## config.mk

```make
export PLATFORM = sky130hd
export DESIGN_NAME = instr_fetch
export DESIGN_NICKNAME = d
export VERILOG_FILES = /design/src/rtl/mips32_pkg.sv /design/src/rtl/fetch_pc.sv /design/src/rtl/instr_fetch.sv
export SDC_FILE = /design/constraint.sdc
export NUM_CORES = 1
export LEC_CHECK = 0
export ABC_CLOCK_PERIOD_IN_PS = 12700
export BUFFER_PORTS_ARGS = -buffer_cell sky130_fd_sc_hd__buf_2
export CORE_ASPECT_RATIO = 2
export CORE_MARGIN = 2
export CORE_UTILIZATION = 50
export CTS_BUF_LIST = sky130_fd_sc_hd__clkbuf_4 sky130_fd_sc_hd__clkbuf_8
export DETAILED_ROUTE_END_ITERATION = 7
export PLACE_DENSITY = 0.83
export SYNTH_ARGS = -nofsm -noshare
export SYNTH_HDL_FRONTEND = slang
export SYNTH_SLANG_ARGS = --single-unit
```

## constraint.sdc

```tcl
create_clock -name clk -period 12.7 [get_ports clk]
set_input_delay 1.905 -clock clk [delete_from_list [all_inputs] [get_ports clk]]
set_output_delay 1.905 -clock clk [all_outputs]
set_load 0.03 [all_outputs]
```

## src/rtl/mips32_pkg.sv

```systemverilog
`default_nettype none
// ============================================================================
//  Module   : mips32_pkg
//  Purpose  : Shared MIPS32 constants: opcodes, fetch reset values, fetch
//             FSM state encoding and fetch datapath select encodings.
//  Revision : 1.0  initial release
// ============================================================================
package mips32_pkg;

    // Primary opcode field instr[31:26], shared with the decoder
    localparam logic [5:0] c_OP_SPECIAL = 6'h00;
    localparam logic [5:0] c_OP_REGIMM  = 6'h01;
    localparam logic [5:0] c_OP_J       = 6'h02;
    localparam logic [5:0] c_OP_JAL     = 6'h03;
    localparam logic [5:0] c_OP_BEQ     = 6'h04;
    localparam logic [5:0] c_OP_BNE     = 6'h05;
    localparam logic [5:0] c_OP_ADDIU   = 6'h09;
    localparam logic [5:0] c_OP_SLTI    = 6'h0A;
    localparam logic [5:0] c_OP_ANDI    = 6'h0C;
    localparam logic [5:0] c_OP_ORI     = 6'h0D;
    localparam logic [5:0] c_OP_LUI     = 6'h0F;
    localparam logic [5:0] c_OP_LW      = 6'h23;
    localparam logic [5:0] c_OP_SW      = 6'h2B;

    // Fetch defaults: sll $0,$0,0 is the canonical NOP
    localparam logic [31:0] c_NOP_INSTR = 32'h0000_0000;
    localparam logic [31:0] c_RESET_PC  = 32'h0000_0000;

    // Fetch FSM states
    typedef enum logic [1:0] {
        ST_FETCH = 2'd0,
        ST_HOLD  = 2'd1,
        ST_DRAIN = 2'd2
    } fetch_state_t;

    // Next-PC source
    typedef enum logic [1:0] {
        PC_HOLD     = 2'd0,
        PC_INC      = 2'd1,
        PC_TARGET   = 2'd2,
        PC_REDIRECT = 2'd3
    } pc_sel_t;

    // IF/ID register update source (FLUSH also serves as a bubble)
    typedef enum logic [1:0] {
        IFID_HOLD  = 2'd0,
        IFID_MEM   = 2'd1,
        IFID_SKID  = 2'd2,
        IFID_FLUSH = 2'd3
    } ifid_sel_t;

endpackage : mips32_pkg
`default_nettype wire

```

## src/rtl/fetch_pc.sv

```systemverilog
`default_nettype none
// ============================================================================
//  Module   : fetch_pc
//  Purpose  : Program counter register, +4 incrementer and redirect-target
//             mux (jump has priority over taken branch).
//  Revision : 1.0  initial release
// ============================================================================
module fetch_pc
    import mips32_pkg::*;
#(
    parameter logic [31:0] RESET_PC = c_RESET_PC
) (
    input  logic        clk,
    input  logic        rst,
    input  pc_sel_t     i_pc_sel,
    input  logic        i_jump,
    input  logic [25:0] i_jump_index,
    input  logic [31:0] i_branch_target,
    input  logic [31:0] i_ifid_pc_plus4,
    input  logic [31:0] i_redirect_pc,
    output logic [31:0] o_pc,
    output logic [31:0] o_pc_inc,
    output logic [31:0] o_target
);

    logic [31:0] r_pc;
    logic [31:0] w_jump_target;
    logic [31:0] w_branch_target;

    // Jump keeps the region bits of the registered pc_plus4; targets are
    // forced word aligned by masking rather than slicing.
    always_comb begin
        w_jump_target   = (i_ifid_pc_plus4 & 32'hF000_0000) | {4'b0000, i_jump_index, 2'b00};
        w_branch_target = i_branch_target & 32'hFFFF_FFFC;
        o_target        = i_jump ? w_jump_target : w_branch_target;
        o_pc_inc        = r_pc + 32'd4;   // wraps modulo 2^32
        o_pc            = r_pc;
    end

    // PC register update
    always_ff @(posedge clk or posedge rst) begin
        if (rst) begin
            r_pc <= RESET_PC;
        end else begin
            case (i_pc_sel)
                PC_INC:      r_pc <= o_pc_inc;
                PC_TARGET:   r_pc <= o_target;
                PC_REDIRECT: r_pc <= i_redirect_pc;
                default:     r_pc <= r_pc;
            endcase
        end
    end

endmodule : fetch_pc
`default_nettype wire

```

## src/rtl/instr_fetch.sv

```systemverilog
`default_nettype none
// ============================================================================
//  Module   : instr_fetch
//  Purpose  : MIPS32 instruction fetch stage: request FSM with a one-entry
//             skid buffer for decode stalls, redirect draining of an
//             outstanding request, and the IF/ID pipeline register.
//  Revision : 1.0  initial release
// ============================================================================
module instr_fetch
    import mips32_pkg::*;
#(
    parameter logic [31:0] RESET_PC  = c_RESET_PC,
    parameter logic [31:0] NOP_INSTR = c_NOP_INSTR
) (
    input  logic        clk,
    input  logic        rst,
    output logic        imem_req,
    output logic [31:0] imem_addr,
    input  logic        imem_ready,
    input  logic [31:0] imem_rdata,
    input  logic        stall,
    input  logic        branch_taken,
    input  logic [31:0] branch_target,
    input  logic        jump,
    input  logic [25:0] jump_index,
    output logic [31:0] instruct,
    output logic [31:0] pc_plus4,
    output logic        if_valid
);

    fetch_state_t r_state;
    fetch_state_t w_state_next;
    pc_sel_t      w_pc_sel;
    ifid_sel_t    w_ifid_sel;
    logic         w_skid_load;
    logic         w_rpc_load;
    logic         w_req;
    logic         w_redirect;

    logic [31:0]  w_pc;
    logic [31:0]  w_pc_inc;
    logic [31:0]  w_target;

    logic [31:0]  r_skid_instr;
    logic [31:0]  r_skid_pc4;
    logic [31:0]  r_redirect_pc;
    logic [31:0]  r_instruct;
    logic [31:0]  r_pc_plus4;
    logic         r_if_valid;

    assign w_redirect = jump | branch_taken;

    fetch_pc #(
        .RESET_PC (RESET_PC)
    ) u_fetch_pc (
        .clk             (clk),
        .rst             (rst),
        .i_pc_sel        (w_pc_sel),
        .i_jump          (jump),
        .i_jump_index    (jump_index),
        .i_branch_target (branch_target),
        .i_ifid_pc_plus4 (r_pc_plus4),
        .i_redirect_pc   (r_redirect_pc),
        .o_pc            (w_pc),
        .o_pc_inc        (w_pc_inc),
        .o_target        (w_target)
    );

    // FSM state register
    always_ff @(posedge clk or posedge rst) begin
        if (rst) begin
            r_state <= ST_FETCH;
        end else begin
            r_state <= w_state_next;
        end
    end

    // Next state and datapath controls; redirect always beats stall
    always_comb begin
        w_state_next = r_state;
        w_pc_sel     = PC_HOLD;
        w_ifid_sel   = IFID_HOLD;
        w_skid_load  = 1'b0;
        w_rpc_load   = 1'b0;
        w_req        = 1'b1;
        case (r_state)
            ST_FETCH: begin
                if (w_redirect) begin
                    w_ifid_sel = IFID_FLUSH;
                    if (imem_ready) begin
                        w_pc_sel = PC_TARGET;
                    end else begin
                        w_rpc_load   = 1'b1;
                        w_state_next = ST_DRAIN;
                    end
                end else if (imem_ready) begin
                    w_pc_sel = PC_INC;
                    if (stall) begin
                        w_skid_load  = 1'b1;
                        w_state_next = ST_HOLD;
                    end else begin
                        w_ifid_sel = IFID_MEM;
                    end
                end else if (!stall) begin
                    w_ifid_sel = IFID_FLUSH;   // bubble
                end
            end
            ST_HOLD: begin
                w_req = 1'b0;
                if (w_redirect) begin
                    w_pc_sel     = PC_TARGET;
                    w_ifid_sel   = IFID_FLUSH;
                    w_state_next = ST_FETCH;
                end else if (!stall) begin
                    w_ifid_sel   = IFID_SKID;
                    w_state_next = ST_FETCH;
                end
            end
            ST_DRAIN: begin
                w_ifid_sel = IFID_FLUSH;
                if (imem_ready) begin
                    // A redirect arriving on the completing cycle is the newest
                    w_pc_sel     = w_redirect ? PC_TARGET : PC_REDIRECT;
                    w_state_next = ST_FETCH;
                end else if (w_redirect) begin
                    w_rpc_load = 1'b1;
                end
            end
            default: begin
                w_state_next = ST_FETCH;
            end
        endcase
    end

    // Skid buffer and pending redirect address
    always_ff @(posedge clk or posedge rst) begin
        if (rst) begin
            r_skid_instr  <= 32'h0;
            r_skid_pc4    <= 32'h0;
            r_redirect_pc <= 32'h0;
        end else begin
            if (w_skid_load) begin
                r_skid_instr <= imem_rdata;
                r_skid_pc4   <= w_pc_inc;
            end
            if (w_rpc_load) begin
                r_redirect_pc <= w_target;
            end
        end
    end

    // IF/ID pipeline register
    always_ff @(posedge clk or posedge rst) begin
        if (rst) begin
            r_instruct <= NOP_INSTR;
            r_pc_plus4 <= RESET_PC + 32'd4;
            r_if_valid <= 1'b0;
        end else begin
            case (w_ifid_sel)
                IFID_MEM: begin
                    r_instruct <= imem_rdata;
                    r_pc_plus4 <= w_pc_inc;
                    r_if_valid <= 1'b1;
                end
                IFID_SKID: begin
                    r_instruct <= r_skid_instr;
                    r_pc_plus4 <= r_skid_pc4;
                    r_if_valid <= 1'b1;
                end
                IFID_FLUSH: begin
                    r_instruct <= NOP_INSTR;
                    r_if_valid <= 1'b0;
                end
                default: begin
                    r_instruct <= r_instruct;
                end
            endcase
        end
    end

    // Request is masked during reset so an abandoned fetch is never visible
    assign imem_req  = w_req & ~rst;
    assign imem_addr = w_pc;
    assign instruct  = r_instruct;
    assign pc_plus4  = r_pc_plus4;
    assign if_valid  = r_if_valid;

endmodule : instr_fetch
`default_nettype wire

```

# Word level (Yosys, flattened, before mapping)
# Index checks and enable logic that the tools add are counted.
[op_classes]
addsub = 1
n_eq_ne = 13
mux = 37
bitwise = 4
reduce_logical = 7
[op_table]
columns = ["cell", "n"]
rows = [
  ["$pmux 32 s3", 2],
  ["$pmux 32 s2", 1],
  ["$add 32x3->32 const B", 1],
  ["$mux 2", 16],
  ["$mux 32", 1],
  ["$or 32x28->32", 1],
  ["$pmux 2 s3", 3],
  ["$mux 1", 12],
  ["$ne 3x3->1 const B", 4],
  ["$eq 2x2->1 const B", 5],
  ["$eq 2x1->1 const B", 3],
  ["$reduce_bool 3->1", 2],
  ["$reduce_and 5->1", 1],
  ["$pmux 1 s2", 2],
  ["$reduce_bool 2->1", 2],
  ["$logic_not 2->1", 1],
  ["$ne 2x2->1 const B", 1],
  ["$reduce_or 2->1", 1],
  ["$and 1x1->1", 1],
  ["$not 1->1", 1],
  ["$or 1x1->1", 1],
]
[totals]
ff_bits = 195
in_bits = 96
word_cells = 70

# Logic depth before layout (Yosys ltp)
# Gate-level depths: netlist of the first run.
[depth]
depth_word = 7
ltp_mapped = 10
mapped_depth_nobuf = 8

# By module
# A second synthesis of the first run with hierarchy kept.
[hier_totals]
cells_unflattened = 911
hier_area_um2 = 10068.4
[modules_own_cells]
columns = ["module", "instances", "cells_per_inst", "area_per_inst_um2", "seq_area_each_um2"]
rows = [
  ["instr_fetch", 1, 552, 6909.1, 4080.2],
  ["fetch_pc", 1, 359, 3159.3, 800.8],
]

# Worst setup path before layout of the first run
# OpenSTA, ideal clock, no wires.
[synth_path]
kind = "in2out"
startpoint = "in rst"
endpoint = "out imem_req"
arrival_time_ns = 2.318
slack_ns = 8.477
path_stages = 1
n_path_buf = 0
cell_sequence = "nor2_1"
[synth_via]
elab_chain_cells = 2
[synth_rtl]
columns = ["element", "line", "rtl"]
rows = [
  ["start, declared", "instr_fetch.sv:16", "input logic rst,"],
  ["$not 1->1", "instr_fetch.sv:182", "assign imem_req = w_req & ~rst;"],
  ["$and 1x1->1", "instr_fetch.sv:182", ""],
  ["end, declared", "instr_fetch.sv:17", "output logic imem_req,"],
]
# No other way between the ends.

# Final worst setup path of the first run
[layout_path]
startpoint = "in jump"
endpoint = "reg r_pc_plus4[13] (netlist: pc_plus4[13])"
[layout_via]
elab_chain_cells = 5
word_cells_on_any_way = 8
classes_between = "eq/ne (2); mux (4); bitwise (1); reduce/logical (1)"
[layout_rtl]
columns = ["element", "line", "rtl"]
rows = [
  ["start, declared", "instr_fetch.sv:24", "input logic jump,"],
  ["$or 1x1->1 (*)", "instr_fetch.sv:51", "assign w_redirect = jump | branch_taken;"],
  ["$mux 2 (on tied branches)", "instr_fetch.sv:110, instr_fetch.sv:88", ""],
  ["$pmux 2 s3 (*)", "instr_fetch.sv:86", "case (r_state)"],
  ["$eq 2x2->1 or $eq 2x1->1 (tied branches)", "instr_fetch.sv:159", "case (w_ifid_sel)"],
  ["$pmux 32 s2 or $reduce_bool 2->1 (tied branches)", "n/a", ""],
  ["end signal, assigned", "instr_fetch.sv:156", "r_pc_plus4 <= RESET_PC + 32'd4;"],
  ["end signal, assigned", "instr_fetch.sv:162", "r_pc_plus4 <= w_pc_inc;"],
  ["end signal, assigned", "instr_fetch.sv:167", "r_pc_plus4 <= r_skid_pc4;"],
  ["end, declared", "instr_fetch.sv:48", "logic [31:0] r_pc_plus4;"],
]
# Every way passes the cells marked *; elsewhere a longest branch is shown, timed or not.
# A chain may end at the register's enable or synchronous reset.

==> flow_summary.json, run 1 <==
{
  "wl_per_cell_um": 17.72,
  "cp_top_family": "buffers and inverters",
  "die_area_um2": 19430,
  "cts_max_path_buffers": 2,
  "critPathMaxStageDelay_ps": 830,
  "grt_setup_unrepaired": "no",
  "vias_per_cell": 5.867,
  "die_y_um": 195.1,
  "endpoint": "pc_plus4[13]",
  "avgSynthCellArea_um2": 10.14,
  "gp_congestion": 0.8701,
  "finalCritPeriodShare_pct": 37.22,
  "finalSetupTns_ps": 0,
  "die_w_um": 99.57,
  "cts.sinks": 187,
  "drv_cap": 0,
  "instances_no_fill": 1277,
  "drcViolationCount": 0,
  "slew-limit-headroom_pct": 23.39,
  "yosysUniqueCellTypes": 60,
  "worstSetupStartpoint": "jump",
  "final_nets": 1149,
  "dr.first_iter.drc_count": 505,
  "ys_seq_area_share_pct": 51.25,
  "grt_pass1_wl_um": 36450,
  "clk_latency_ps": 460,
  "portBuffers": 187,
  "antenna_found_initial": 0,
  "syn_area_um2": 9134,
  "hp-class": "reg -> reg",
  "cts.repair.resized": 0,
  "drt-total-wl_um": 22630,
  "drive_above_1_share_pct": 28.93,
  "slowest_stage": "ha_2",
  "holdWs_ps": 485.0,
  "area_growth_pct": 16.01,
  "coreArea_um2": 18130,
  "reg2reg_depth": 8,
  "post-cts-setup-buffers": 0,
  "critPathBufInv": 2,
  "track_usage_pct": 23.59,
  "grt_pass1_vias": 7314,
  "cts-root-buf": "clkbuf_8",
  "cts.htree.levels": 4,
  "synth.area.top_cells": "dfrtp_1 51%, mux2_2 6.8%, o21ai_0 5.3%",
  "async_flop_share_pct": 100.0,
  "power_density_nw_per_um2": 169.3,
  "crit_required_ps": 13080,
  "diodes": 0,
  "fin_util_pct": 58.45,
  "grt_start_max_net_pins": 104,
  "finalMaxSlewViolations": 0,
  "syn_inst": 901,
  "clk_pin_slew_ps": 90,
  "synth_seq_cells": 187,
  "rows": 70,
  "cts_tree": "built",
  "outcome": "complete, no violations",
  "yosysWarningCount": 0,
  "placed_cells_incl_taps": 1246,
  "max_freq_mhz": 211.5,
  "dr.pass1.iters": 6,
  "ys.flop_type": "dfrtp_1",
  "setup_viol": 0,
  "timing.rr.end": "pc_plus4[13]",
  "io_pins": 194,
  "hold_buffers": 0,
  "via_count": 7492,
  "post-route-min-period_ps": 4727,
  "numCtsBuffers": 17,
  "finalPower_mw": 1.794,
  "tightest_slew_ps": 1140,
  "fill_cells": 1555,
  "crit_arrival_ps": 5100,
  "rrSetupSlack_ps": 9500,
  "path_cells": "buf_2, nor2_1, o22a_1, ha_2, clkinv_1, nand2_1, o22ai_1, a21oi_1",
  "postRouteAntennaNets": 0,
  "cp_max_fo": 43,
  "cp-end-kind": "flip-flop",
  "r2r_start": "r_state[0]",
  "synth_edf_count": 0,
  "criticalPathCategory": "in -> reg",
  "synth_top_area_share_pct": 50.96,
  "ir_worst_vdd_mv": 0.07242,
  "met1_length_um": 8705,
  "cp.depth": 8,
  "start_util_pct": 50.38,
  "cellLeakagePower_nw": 4.774,
  "wl_met3_um": 1020,
  "yosysTopAreaCell": "dfrtp_1",
  "dr_wl_met2_um": 11940,
  "dp_hpwl_um": 16070,
  "maxUsedRoutingLayer": "met4",
  "grt.overflow.total": 0,
  "finalClockSkew_ps": 20.78,
  "hold_viol": 0,
  "start_kind": "primary input"
}
==> power by group <==
part | leakage (nW) | switching, mW | internal [mW]
Sequential | 2.30 | 0.110 | 0.734
Clock | 0.218 | 0.218 | 0.218
Combinational | 2.26 | 0.329 | 0.185
==> metrics by stage <==
stage	worst slack, ps	instance area, um^2
3_5_place_dp	7495	10160
2_1_floorplan	5711	9145
5_1_grt	7660	10600
3_3_place_gp	7582	10160
4_1_cts	7982	10600
6_report	7973	10600
==> tightest hold or removal path, stage by stage (launching register included) <==
cell and delay [ps]:
dfrtp_1 340, nand2_1 40, o21ai_0 60
==> logic make-up after synthesis <==
kind of cell | synth area share (%)
mux | 10.29
other cells | 0.04106
xor+xnor | 2.589
flops | 51.25
simple gates | 14.70
fa+ha+maj | 0.5480
compound gates | 17.00
buf+inv | 3.589
==> worst min path at each step <==
stage,cells past startpoint,slack [ps],end,from
CTS,2,490,instruct[0],instruct[0]
global placement,2,460,instruct[1],instruct[1]
global route,2,500,instruct[1],instruct[1]
floorplan,2,450,r_skid_pc4[2],r_skid_pc4[2]
detailed placement,2,470,instruct[0],instruct[0]
finish,2,480,instruct[0],instruct[0]
==> sequential cells by signal, indices dropped and copies added, names as in the netlist <==
signal	cells
pc_plus4	30
instruct	32
r_skid_instr	32
u_fetch_pc.o_pc	30
r_state	2
r_redirect_pc	30
r_skid_pc4	30
if_valid	1
==> layer usage <==
layer	GRT usage (%)	vias to the layer above
met5	0	-
met3	3.937	54
li1	-	3540
met2	41.49	272
met4	12.68	0
met1	26.85	3626
==> area by class of cell <==
type,instances,area [um^2],area share (%)
Sequential cell,187,4681,44.17
Multi-Input combinational cell,637,4164,39.30
Timing Repair Buffer,197,1011,9.541
Tap cell,216,270.3,2.550
Clock buffer,18,241.5,2.279
Clock inverter,13,190.2,1.795
Inverter,9,38.79,0.3660
==> cells in the mapped netlist (all sizes together) (4+ instances only) <==
master   number
a22oi        36
nor4         10
xnor2        22
a221oi        7
and3          6
ha            4
nor3b        13
inv           8
o22ai         7
and4          5
nand4         7
o2bb2ai      10
a222oi        5
nand3        20
nor3         20
o21ai       109
a21oi        53
buf           9
clkbuf       62
nor2         62
nor2b         4
dfrtp       186
mux2         55
xor2          5
or2           4
or3           4
nand2        98
mux2i        32
==> placed cells by master, fill, tap and decap left out, drive strengths merged, types with 5 or more instances in the layout <==
cell	instances
xnor2	22
nor4	10
dfrtp	186
o22ai	7
and3	6
inv	12
nand3	20
clkinv	5
and4	5
buf	197
nor3b	13
o2bb2ai	10
nand4	7
a21oi	53
o21ai	109
nor2	62
a221oi	7
a222oi	5
nand2	98
mux2	55
xor2	5
nor3	20
mux2i	32
a22oi	36
clkbuf	18
Power figures use the tool's default switching activity.
==> inputs of run 2 (changes only) <==
--- a/config.mk
+++ b/config.mk
@@ -5,7 +5,7 @@
 export SDC_FILE = /design/constraint.sdc
 export NUM_CORES = 1
 export LEC_CHECK = 0
-export ABC_CLOCK_PERIOD_IN_PS = 12700
+export ABC_CLOCK_PERIOD_IN_PS = 4430
 export BUFFER_PORTS_ARGS = -buffer_cell sky130_fd_sc_hd__buf_2
 export CORE_ASPECT_RATIO = 2
 export CORE_MARGIN = 2
==> constraint.sdc (replaced) <==
create_clock -name clk -period 4.43 [get_ports clk]
set_input_delay 0.6645 -clock clk [delete_from_list [all_inputs] [get_ports clk]]
set_output_delay 0.6645 -clock clk [all_outputs]
set_load 0.03 [all_outputs]
==> run 2 against run 1 <==
Clock skew shrank 4.6 ps. Setup slack lost 6600 ps. Via count grew 1.6%. Largest power group unchanged. Cell count grew 0.23%. Global-route usage is essentially flat. Routed wire length grew 0.13%. Utilization shrank 0.076 points.
==> flow_summary.json, run 2 (synthesized netlist as in run 1, its figures left out) <==
{
  "dp_hpwl_um": 16170,
  "final_common_cell": "buf_2",
  "antenna_found_initial": 0,
  "max_freq_mhz": 328.0,
  "postRouteAntennaNets": 0,
  "numCtsBuffers": 17,
  "grt_start_max_net_pins": 188,
  "cp_max_fo": 23,
  "dr.pass1.iters": 5,
  "setup_viol": 0,
  "final_nets": 1151,
  "rrSetupSlack_ps": 1380,
  "diodes": 0,
  "grt_pass1_wl_um": 36690,
  "fill_cells": 1599,
  "crit_arrival_ps": 3420,
  "coreArea_um2": 18130,
  "drive_above_1_share_pct": 29.23,
  "drcViolationCount": 0,
  "tightest_slew_ps": 1189,
  "finalSetupTns_ps": 0,
  "power_density_nw_per_um2": 476.3,
  "track_usage_pct": 23.57,
  "cellLeakagePower_nw": 4.763,
  "hold_viol": 0,
  "io_pins": 194,
  "cp-end-kind": "flip-flop",
  "clk_latency_ps": 470,
  "start_util_pct": 50.38,
  "finalClockSkew_ps": 16.14,
  "rows": 70,
  "wl_per_cell_um": 17.71,
  "layout_common_cells": "187 x buf_2, 186 x dfrtp_1, 98 x nand2_1",
  "grt.overflow.total": 0,
  "gp_congestion": 0.8529,
  "cts_max_path_buffers": 2,
  "vias_per_cell": 5.946,
  "grt_setup_unrepaired": "no",
  "post-cts-setup-buffers": 0,
  "finalCritPeriodShare_pct": 68.81,
  "cts-root-buf": "clkbuf_8",
  "cts_tree": "built",
  "hold_buffers": 0,
  "crit_required_ps": 4810,
  "die_y_um": 195.1,
  "clk_pin_slew_ps": 110,
  "area_growth_pct": 15.86,
  "hp-class": "in -> reg",
  "cts.repair.resized": 0,
  "grt_pass1_vias": 7284,
  "cts.sinks": 187,
  "ir_worst_vdd_mv": 0.2384,
  "place_ws_ps": 996.5,
  "fin_ws_ps": 1382,
  "outcome": "complete, no violations",
  "die_area_um2": 19430,
  "drt-total-wl_um": 22660,
  "criticalPathCategory": "reg -> reg",
  "via_count": 7611,
  "portBuffers": 187,
  "post-route-min-period_ps": 3048,
  "start_kind": "flip-flop",
  "holdWs_ps": 384.3,
  "die_w_um": 99.57,
  "drv_cap": 0,
  "cts.htree.levels": 4,
  "dr.first_iter.drc_count": 414,
  "finalMaxSlewViolations": 0,
  "slew-limit-headroom_pct": 20.75
}
run 2: final timing paths:
path / from / to / cells past startpoint
min: imem_ready / r_state[1] / 2
min in group asynchronous: rst / r_state[1] / 3
max reg2reg: r_state[1] / instruct[13] / 7
max: r_state[1] / instruct[13] / 7
min reg2reg: r_skid_pc4[11] / r_skid_pc4[11] / 2
max in group asynchronous: rst / instruct[19] / 3
run 2: layout make-up:
cell class                 count  area [um^2]  share of cell area (%)
clock inverter                15        155.1                   1.466
tap                          216        270.3                   2.554
timing repair buffer         199         1039                   9.813
sequential                   187         4681                   44.23
multi-input combinational    637         4167                   39.37
inverter                       9        37.54                  0.3547
clock buffer                  17        234.0                   2.211
run 2: metal layers:
| layer | GRT usage (%) | up-vias | wire [um] |
|---|---|---|---|
| li1 | - | 3547 | - |
| met1 | 27.48 | 3708 | 8723 |
| met2 | 41.22 | 298 | 11990 |
| met3 | 3.722 | 58 | 1034 |
| met4 | 12.08 | 0 | 912 |
| met5 | 0 | - | 0 |
run 2: stage by stage:
stage | cells | area (um^2) | power (mW) | utilization (%)
2_1_floorplan | 904 | 9149 | 3.440 | -
3_3_place_gp | 1248 | 10190 | 3.868 | 56.23
3_5_place_dp | 1248 | 10190 | 3.935 | 56.23
4_1_cts | 1280 | 10580 | 5.080 | 58.37
5_1_grt | 1280 | 10580 | 5.321 | 58.37
6_report | 1280 | 10580 | 5.040 | 58.37
run 2: power breakdown:
group	internal [mW]	switching, mW	leakage (nW)
clock network	0.467	0.675	0.198
logic	0.532	0.944	2.27
registers	2.10	0.317	2.30
total	3.10	1.94	4.76
run 2: worst max-delay path, cell delays in order, from the launching register on:
cell and delay [ps]:
dfrtp_1 460, nor3_1 400, o21ai_0 150, and2_1 240, ha_1 380, nor2_2 900
a22oi_1 160, o21ai_0 240
==> inputs of run 3 (changes only) <==
--- a/config.mk
+++ b/config.mk
@@ -5,7 +5,7 @@
 export SDC_FILE = /design/constraint.sdc
 export NUM_CORES = 1
 export LEC_CHECK = 0
-export ABC_CLOCK_PERIOD_IN_PS = 4430
+export ABC_CLOCK_PERIOD_IN_PS = 3000
 export BUFFER_PORTS_ARGS = -buffer_cell sky130_fd_sc_hd__buf_2
 export CORE_ASPECT_RATIO = 2
 export CORE_MARGIN = 2
==> constraint.sdc (replaced) <==
create_clock -name clk -period 3 [get_ports clk]
set_input_delay 0.45 -clock clk [delete_from_list [all_inputs] [get_ports clk]]
set_output_delay 0.45 -clock clk [all_outputs]
set_load 0.03 [all_outputs]
==> run 3 against run 2 <==
Utilization is 0.71 points higher. Flip-flop and latch count stayed put. Largest power group unchanged. Power is 51% higher.
==> flow_summary.json, run 3 (synthesized netlist as in run 1, its figures left out) <==
{
  "finalMaxSlewViolations": 0,
  "placed_cells_incl_taps": 1258,
  "instances_no_fill": 1290,
  "setup_viol": 0,
  "tightest_slew_ps": 962.9,
  "vias_per_cell": 5.933,
  "dr.pass1.iters": 5,
  "cts-root-buf": "clkbuf_8",
  "dp_hpwl_um": 16540,
  "clk_pin_slew_ps": 100,
  "max_freq_mhz": 379.3,
  "antenna_found_initial": 0,
  "die_w_um": 99.57,
  "grt_pass1_vias": 7505,
  "cp-end-kind": "flip-flop",
  "criticalPathCategory": "reg -> reg",
  "drcViolationCount": 0,
  "start_kind": "flip-flop",
  "post-route-min-period_ps": 2637,
  "io_pins": 194,
  "final_nets": 1161,
  "drv_cap": 0,
  "place_ws_ps": 190.9,
  "wl_per_cell_um": 17.97,
  "area_growth_pct": 17.27,
  "reg2reg_depth": 8,
  "r2r_start": "r_state[0]",
  "critPathMaxStageDelay_ps": 490,
  "finalSetupTns_ps": 0,
  "ir_worst_vdd_mv": 0.2995,
  "postRouteAntennaNets": 0,
  "hp-class": "in -> async",
  "cts.sinks": 187,
  "rows": 70,
  "finalCritPeriodShare_pct": 87.89,
  "diodes": 0,
  "drive_above_1_share_pct": 29.98,
  "cts_max_path_buffers": 2,
  "power_density_nw_per_um2": 711.4,
  "cts.htree.levels": 4,
  "finalClockSkew_ps": 16.70,
  "hold_viol": 0,
  "path_cells": "nor2b_1, o21ai_0, and2_1, ha_2, clkinv_1, nand2_1, o22ai_1, a21oi_1",
  "rrSetupSlack_ps": 360,
  "die_y_um": 195.1,
  "drt-total-wl_um": 23180,
  "post-cts-setup-buffers": 0,
  "cts_tree": "built",
  "cellLeakagePower_nw": 4.836,
  "crit_arrival_ps": 3020,
  "track_usage_pct": 24.23,
  "clk_latency_ps": 470,
  "slew-limit-headroom_pct": 35.80,
  "crit_required_ps": 3380,
  "start_util_pct": 50.38,
  "coreArea_um2": 18130,
  "final_common_cell": "buf_2",
  "outcome": "complete, no violations",
  "timing.rr.end": "pc_plus4[15]",
  "cp_max_fo": 13,
  "slowest_stage": "ha_2",
  "dr.first_iter.drc_count": 486,
  "grt.overflow.total": 0,
  "grt_pass1_wl_um": 37610,
  "grt_start_max_net_pins": 129,
  "numCtsBuffers": 17,
  "via_count": 7653,
  "layout_common_cells": "187 x buf_2, 186 x dfrtp_1, 98 x nand2_1",
  "portBuffers": 187,
  "die_area_um2": 19430,
  "grt_setup_unrepaired": "no",
  "gp_congestion": 0.8721,
  "fin_ws_ps": 363.2
}
==> run 3: changes by cell type in the layout (fill, tap and decap cells not counted), sizes merged <==
cell | previous run | this run
clkinvlp | 2 | 3
clkinv | 6 | 5
bufinv | 1 | 3
buf | 199 | 209
clkbuf | 17 | 23
inv | 15 | 7
==> run 3: per-stage QoR <==
stage / power (mW) / utilization (%) / hold slack, ps / cell area (um^2)
after floorplan: 5.079 / - / 450.2 / 9149
after global placement: 5.733 / 56.64 / 461.5 / 10270
after detailed placement: 5.836 / 56.64 / 468.0 / 10270
after CTS: 7.680 / 59.07 / 143.3 / 10710
after global routing: 8.018 / 59.08 / 150.3 / 10710
final: 7.620 / 59.08 / 166.6 / 10710
==> run 3: how the worst max path moves through the flow <==
stage / startpoint / to
floorplan: rst / if_valid
global placement: imem_ready / pc_plus4[30]
detailed placement: imem_ready / pc_plus4[30]
finish: r_state[0] / pc_plus4[15]
global route: r_state[0] / pc_plus4[11]
CTS: r_state[0] / pc_plus4[22]
==> run 3: layout make-up <==
type | instances | area (um^2)
Clock inverter | 9 | 136.4
Fill cell | 1534 | 7418
Inverter | 9 | 37.54
Multi-Input combinational cell | 637 | 4169
Timing Repair Buffer | 209 | 1114
Tap cell | 216 | 270.3
Clock buffer | 23 | 304.0
Sequential cell | 187 | 4681
==> run 3: routing by layer <==
layer	share of wire (%)	track usage (%)
met1	37	27.36
met4	4.0	12.08
met3	4.9	3.973
met2	54	43.37
met5	0	0
==> run 3: power breakdown <==
part	switching, mW	internal (mW)	total [mW]
clock network	0.897	0.935	1.83
logic	1.41	0.798	2.20
registers	0.476	3.11	3.58
==> run 3: timing repair <==
item	CTS	global route
endpoints found under the setup margin	0	1
hold buffers	0	0
resized for setup	0	1
==> run 3: worst max-delay path, delay by kind of cell (launching register included) <==
kind | cells | cell delay, ps
compound gates | 3 | 380
fa+ha+maj | 1 | 490
buf+inv | 1 | 320
flops | 1 | 470
simple gates | 3 | 900
